$ cat src/rtl/ripple_adder.sv
// Registered ripple-carry adder: {cout,sum} = a + b + cin through an explicit
// chain of 1-bit full adders, with one-cycle latency and carry/overflow/zero flags.
module ripple_adder #(
    parameter int WIDTH = 4
) (
    input  logic             clk,
    input  logic             rst_n,
    input  logic             in_valid,
    input  logic [WIDTH-1:0] a,
    input  logic [WIDTH-1:0] b,
    input  logic             cin,
    output logic             out_valid,
    output logic [WIDTH-1:0] sum,
    output logic             cout,
    output logic             overflow,
    output logic             zero
);

    // c[i] is the carry into bit i; c[WIDTH] is the carry out of the MSB.
    logic [WIDTH:0]   c;
    logic [WIDTH-1:0] s;
    logic [WIDTH-1:0] p;

    assign c[0] = cin;

    for (genvar i = 0; i < WIDTH; i++) begin : g_fa
        assign p[i]   = a[i] ^ b[i];
        assign s[i]   = p[i] ^ c[i];
        assign c[i+1] = (a[i] & b[i]) | (c[i] & p[i]);
    end

    always_ff @(posedge clk or negedge rst_n) begin
        if (!rst_n) begin
            out_valid <= 1'b0;
            sum       <= '0;
            cout      <= 1'b0;
            overflow  <= 1'b0;
            zero      <= 1'b0;
        end else begin
            // NOTE: non-blocking assignments keep every flop sampling pre-edge values.
            out_valid <= in_valid;
            // NOTE: no else branch on purpose; result registers hold while idle, so
            // unknown operands presented with in_valid low never reach the outputs.
            if (in_valid) begin
                sum      <= s;
                cout     <= c[WIDTH];
                overflow <= c[WIDTH] ^ c[WIDTH-1];
                zero     <= (s == '0);
            end
        end
    end

endmodule

$ cat config.mk
export PLATFORM = sky130hd
export DESIGN_NAME = ripple_adder
export DESIGN_NICKNAME = d
export VERILOG_FILES = /design/src/rtl/ripple_adder.sv
export SDC_FILE = /design/constraint.sdc
export NUM_CORES = 1
export LEC_CHECK = 0
export CORE_AREA = 5 5 42 44
export CTS_CLUSTER_SIZE = 40
export DETAILED_ROUTE_END_ITERATION = 12
export DIE_AREA = 0 0 47 49
export GPL_TIMING_DRIVEN = 0
export PLACE_DENSITY = 0.72
export SYNTH_ARGS = -nofsm -noshare
export SYNTH_HDL_FRONTEND = slang
export SYNTH_SLANG_ARGS = --single-unit
$ cat constraint.sdc
create_clock -name clk -period 1.76 [get_ports clk]
set_clock_uncertainty 0.05 [all_clocks]
set_input_delay 0.264 -clock clk [delete_from_list [all_inputs] [get_ports clk]]
set_output_delay 0.264 -clock clk [all_outputs]
set_load 0.02 [all_outputs]
==> results.md, run 1 <==
- CTS tree: built
- Reg area: about 200 sq um
- Clk sinks: 8
- #FFs+latches synth: 8
- Gpl congestion: 0.659
- DR pass1 iterations: 3
- Number of buffers created by CTS: 3
- WL/cell: 11.0 microns
- Endpoints failing hold: 0
- Die Area: around 0.0023 sq mm
- Max_cap viols: 0
- Antenna violations before repair: 0
- Worst setup margin: -0.486 ns
- Global-route wire length before repair: approximately 1200 microns
- ANT cells: 0
- Pin count of the biggest net entering global routing: 9
- Routed via count: about 290
- PD cells: between 900 and 1000 mW/mm^2
- Post-Synthesis Mean Instance Area: 15.9 sq um
- Final Cell Area: about 680 sq um
- CP startpoint kind: input pin
- DRC errors left: 0
- Number of warnings issued by yosys: 0
- Req. time, crit path: about 1.8 ns
- Number of port buffers: 19
- Final period util: 128%
- Slew Limit Fails: 0
- Row cnt: 14
- Setup TNS: -0.841 ns
- Core area: about 0.0014 sq mm
- Crit-path max FO: 2
- Final core occ: between 40% and 50%
- Critical path endpoint: zero$_DFFE_PN0P_
- Worst R2R End: sum[1]$_DFFE_PN0P_
- Fmax: ~0.45 GHz
- Multi-input gate area: between 200 and 250 sq um
- Final Non-Filler Cells: 66
- Vias in the first global route: 304
- Post-synth net total: between 40 and 50
- Die Wd: between 40 and 50 microns
- RSZ-0062 raised after global routing: true
- Worst-Skew Late Latency: roughly 0.25 ns
- Post-synth top area share: between 40% and 50%
- Clk root buf: clkbuf_4
- HP Class: in2async
- Vias per cell: about 4.3
- I/O pins: 20
- Gr usage total: under 10%
- Worst Setup SP: cin
- Initial Util: slightly above 30%
- R2R Setup Slk: around 0.94 ns
- Failing checks: setup timing
- Cells after Synth: 27
- FF-to-FF Start: sum[1]$_DFFE_PN0P_
- Worst-path clk slew: 0.05 ns
- Worst Tran Pin Value: 0.354 ns
- Post-synth design cell area: ~430 sq um
- Finish-stage setup viols: 3
- Post-DRT Antenna Nets: 0
- Final min period: roughly 2.2 ns
- Gr ovfl total: 0
- Placed instance area: 647 sq um
- CTS max path bufs: 2
- Slew HR: 76.4%
- Total wire length: just over 700 microns
- Status: finished, violations left
- Worst VDD drop: between 0.4 and 0.5 mV
- H-tree lvl count: 1
- Top cells by area, synth: dfrtp_1 47%, fa_1 19%, mux2_4 17%
- Syn-to-layout area delta: 57.4%
- Hold buffers post-CTS: 0
- Critical Path AT: ~2.3 ns
- Dpl cells: 62
- Ratio of cells with drive above 1 in the final layout: 36.0%
- Final #Nets: 68
- Register area share after synthesis: a little under half
- DRT iter0 DRCs: 5
- Critical Path Sink Type: flop
- Setup CP Type: in2reg
- Layout fillers: 134
- Most frequent cells in the layout: 15 x clkdlybuf4s50_1, 8 x dfrtp_1, 5 x mux2_4
- FF-to-FF path depth: 1
- Die Y: roughly 49 microns
- Unique masters post-synth: 8
- Leading area contributor after synthesis: dfrtp_1
- Leak: about 0.31 nW
- Commonest non-fill, non-tap cell in the layout: clkdlybuf4s50_1
==> where the power goes <==
group	switching [mW]	total [mW]	internal, mW
Clock	0.0605	0.138	0.0779
Combinational	0.102	0.247	0.145
Sequential	0.0192	0.237	0.218
==> Yosys cell counts <==
master,instances
fa_1,4
nor4b_2,1
mux2_4,5
xnor2_1,1
inv_1,5
mux2i_1,2
buf_6,1
dfrtp_1,8
==> metal layers <==
layer	track usage, %	vias to the layer above	part of all wire, %
li1	-	130	-
met1	7.36	140	34
met2	12.2	12	53
met3	3.69	3	9.3
met4	5.53	0	3.0
met5	0	-	0
==> cell families (layout without fill, tap and decap cells) <==
kind of cell  count (synthesis)  count (layout)  synth area share, %
xor+xnor                      1               1                 2.04
fa+ha+maj                     4               4                 18.7
buf+inv                       6              29                 7.00
flops                         8               8                 46.6
mux                           7               7                 22.2
simple gates                  1               1                 3.50
==> per-stage QoR <==
step / hold slack, ns / total power, mW / worst slack [ns]
after global placement: 0.454 / 0.478 / -1.18
after CTS: 0.243 / 0.619 / -0.496
final: 0.233 / 0.622 / -0.486
after floorplan: -0.0816 / 0.366 / -0.669
after global routing: 0.261 / 0.653 / -0.550
after detailed placement: 0.456 / 0.481 / -1.19
==> critical path, stage by stage <==
cell     delay (ns)
buf_6          0.09
fa_2           0.37
fa_2           0.35
fa_2           0.36
inv_2          0.07
fa_1           0.43
nor4b_4        0.15
mux2_4         0.25
==> timing repair <==
action | in CTS | in global routing
setup buffers | 1 | 0
endpoints found under the setup margin | 5 | 3
pin swaps | 4 | 0
resized for setup | 14 | 1
cloned | 0 | 0
==> state kept, by name, indices dropped and copies added (netlist names) <==
name and flops:
cout 1, out_valid 1, overflow 1, sum 4, zero 1
==> layout make-up <==
cell class                 count  share of cell area (%)
buffer                         1                    1.67
clock buffer                   3                    3.33
inverter                       5                    2.78
multi-input combinational     13                    31.9
sequential                     8                    29.6
tap                           16                    2.96
timing repair buffer          20                    27.8
==> worst min-delay path by stage <==
stage | endpoint | slack [ns] | depth (start not counted)
6_report | cout$_DFFE_PN0P_ | 0.23 | 1
5_1_grt | overflow$_DFFE_PN0P_ | 0.26 | 1
4_1_cts | cout$_DFFE_PN0P_ | 0.24 | 1
3_5_place_dp | zero$_DFFE_PN0P_ | 0.46 | 1
3_3_place_gp | zero$_DFFE_PN0P_ | 0.45 | 1
2_1_floorplan | cout$_DFFE_PN0P_ | -0.08 | 0
No activity file was read; power rests on OpenSTA's default activity.
==> run 2: changes to the inputs <==
Settings changed: REMOVE_ABC_BUFFERS set to 1.
==> run 2 against run 1 <==
The run still ends with setup timing left. Sequential cell count is the same. Worst hold slack gained 0.0016 ns. Fmax grew 0.83%. Wire length grew 6.9%. First-iteration DRC count grew 20%. Global-route usage shrank 0.38 points. Non-clock buffer count is the same. Total power shrank 0.32%. Cell count is the same. Final area is the same. Sequential share of layout area is the same. Critical path depth is the same. Largest power group unchanged.
==> results.md, run 2 (synthesis gave the netlist of run 1 again) <==
- Max reg flops: 4 (unchanged)
- Slew HR: 69.1% (-7.3 points)
- Pre-CTS WS: -1.31 ns (-0.116 ns)
- HP Class: in2async
- Vias per cell: 4.26 (-1.4%)
- Status: finished, violations left
- Ratio of cells with drive above 1 in the final layout: 36.0% (unchanged)
- Post-DRT Antenna Nets: 0 (unchanged)
- Routed via count: 281 (-1.4%)
- Final Non-Filler Cells: 66 (unchanged)
- Die Y: 49 microns (unchanged)
- Final core occ: 48.2% (unchanged)
- Row cnt: 14 (unchanged)
- CTS tree: built
- DR pass1 iterations: 4 (+1)
- Worst setup margin: -0.467 ns (+0.0184 ns)
- Worst-path clk slew: 0.05 ns (about the same)
- Commonest non-fill, non-tap cell in the layout: clkdlybuf4s50_1
- Critical Path Sink Type: flop
- Largest register by flop count: sum
- Max Used Layer: met3
- Worst VDD drop: 0.398 mV (-7.7%)
- Final #Nets: 68 (unchanged)
- Finish-stage setup viols: 3 (unchanged)
- Pin count of the biggest net entering global routing: 9 (unchanged)
- Internal power: 439 uW (-0.31%)
- Final min period: 2.23 ns (-0.0184 ns)
- Clk pwr share: 22.7% (+0.5 points)
- Dpl cells: 61 (-1.6%)
- Antenna violations before repair: 0 (unchanged)
- CTS max path bufs: 2 (unchanged)
- Flop pwr share: 38.2% (about the same)
- PD cells: 918 mW/mm^2 (-0.32%)
- CP startpoint kind: input pin
- Initial Util: 30.6% (unchanged)
- Syn-to-layout area delta: 57.4% (unchanged)
- Total wire length: 774 microns (+6.9%)
- Gr usage total: 7.34% (-0.38 points)
- DR WL met2: 383 microns (-0.26%)
- Total power: 620 uW (-0.32%)
- Die Area: 0.00230 sq mm (unchanged)
- DRT iter0 DRCs: 6 (+1)
- Vias in the first global route: 289 (-4.9%)
- Endpoints failing hold: 0 (unchanged)
- Setup CP Type: in2reg
- Sw Pwr: 181 uW (-0.34%)
- Number of port buffers: 19 (unchanged)
- Most frequent cells in the layout: 14 x clkdlybuf4s50_1, 8 x dfrtp_1, 5 x mux2_4
- DRC errors left: 0 (unchanged)
- Sw Share: 29.2% (about the same)
- Worst-Skew Late Latency: 0.25 ns (about the same)
- Leak: 0.325 nW (+4.0%)
- Final HPWL from detailed placement: about 680 microns
- Die Wd: 47 microns (unchanged)
- Gr ovfl total: 0 (unchanged)
- Fmax: 0.449 GHz (+0.83%)
- Failing checks: setup timing
- Combinational Power Share: 39.1% (-0.6 points)
- Number of buffers created by CTS: 3 (unchanged)
- Clk sinks: 8 (unchanged)
- Hold Slack: 0.234 ns (+0.00158 ns)
- WL/cell: 11.7 microns (+6.9%)
- Req. time, crit path: 1.85 ns (about the same)
- Final period util: 127% (-1.0 points)
- Core area: 0.00140 sq mm (unchanged)
- Crit-path max FO: 2 (unchanged)
- Met3 Routed Length: 84 microns (+25%)
- Clk root buf: clkbuf_4
- ANT cells: 0 (unchanged)
- I/O pins: 20 (unchanged)
- M1 wire length: 306 microns (+23%)
- Slew Limit Fails: 0 (unchanged)
- Critical Path AT: 2.32 ns (about the same)
- Global-route wire length before repair: 1210 microns (-1.1%)
- H-tree lvl count: 1 (unchanged)
- RSZ-0062 raised after global routing: true
- Max_cap viols: 0 (unchanged)
- Worst Tran Pin Value: 0.462 ns (+0.109 ns)
- Gpl congestion: 0.628 (-4.8%)
run 2: area by class of cell:
class / count / area [sq um]
multi-input cells: 13 / 206
clock buffers: 3 / 22.5
repair buffers: 21 / 208
well taps: 16 / 20.0
flip-flops and latches: 8 / 200
fillers: 140 / 726
inverters: 5 / 18.8
run 2: power by group through the flow:
| stage | clock network, mW | registers, mW | logic, mW |
|---|---|---|---|
| floorplan | 0 | 0.279 | 0.0779 |
| global placement | 0 | 0.239 | 0.232 |
| detailed placement | 0 | 0.241 | 0.235 |
| CTS | 0.144 | 0.237 | 0.247 |
| global route | 0.155 | 0.240 | 0.260 |
| finish | 0.141 | 0.237 | 0.242 |
run 2: path summary, 6_finish.rpt:
check                                     endpoint                from  cells after the start  slack [ns]
worst min-delay path              zero$_DFFE_PN0P_               rst_n                      1        0.23
min in group clk                sum[0]$_DFFE_PN0P_                a[0]                      3        0.42
worst max register to register  sum[2]$_DFFE_PN0P_  sum[2]$_DFFE_PN0P_                      1        0.94
worst max-delay path              zero$_DFFE_PN0P_                b[0]                      8       -0.47
max in group asynchronous       sum[0]$_DFFE_PN0P_               rst_n                      1        1.17
worst min register to register    zero$_DFFE_PN0P_    zero$_DFFE_PN0P_                      1        0.46
run 2: per-layer routing:
metal  vias to the layer above  GRT usage [%]
li1                        131              -
met4                         0           2.76
met2                        15           10.9
met3                         0           3.69
met5                         -              0
met1                       135           8.88
run 2: critical path: stages:
cell,delay [ns]
buf_6,0.09
fa_2,0.37
fa_2,0.34
fa_2,0.35
inv_2,0.06
fa_1,0.41
nor4b_2,0.17
mux2_4,0.25
run 2: metrics by stage:
| stage | setup TNS, ns | cell area, sq um |
|---|---|---|
| CTS | -1.14 | 664 |
| global placement | -4.93 | 628 |
| floorplan | -2.06 | 418 |
| global route | -1.02 | 676 |
| finish | -0.901 | 676 |
| detailed placement | -5.05 | 628 |
run 2: timing repair:
action | in CTS | in global routing
resized for setup | 17 | 3
gates cloned | 0 | 0
setup endpoints to repair | 6 | 5
hold buffers | 0 | 0
pin swaps | 4 | 4
buffers inserted | 2 | 0
==> run 3: changes to the inputs <==
Settings changed: CAP_MARGIN set to 5.
==> results of run 3 <==
No change in the layout: final DEF, timing and power equal those of run 2.
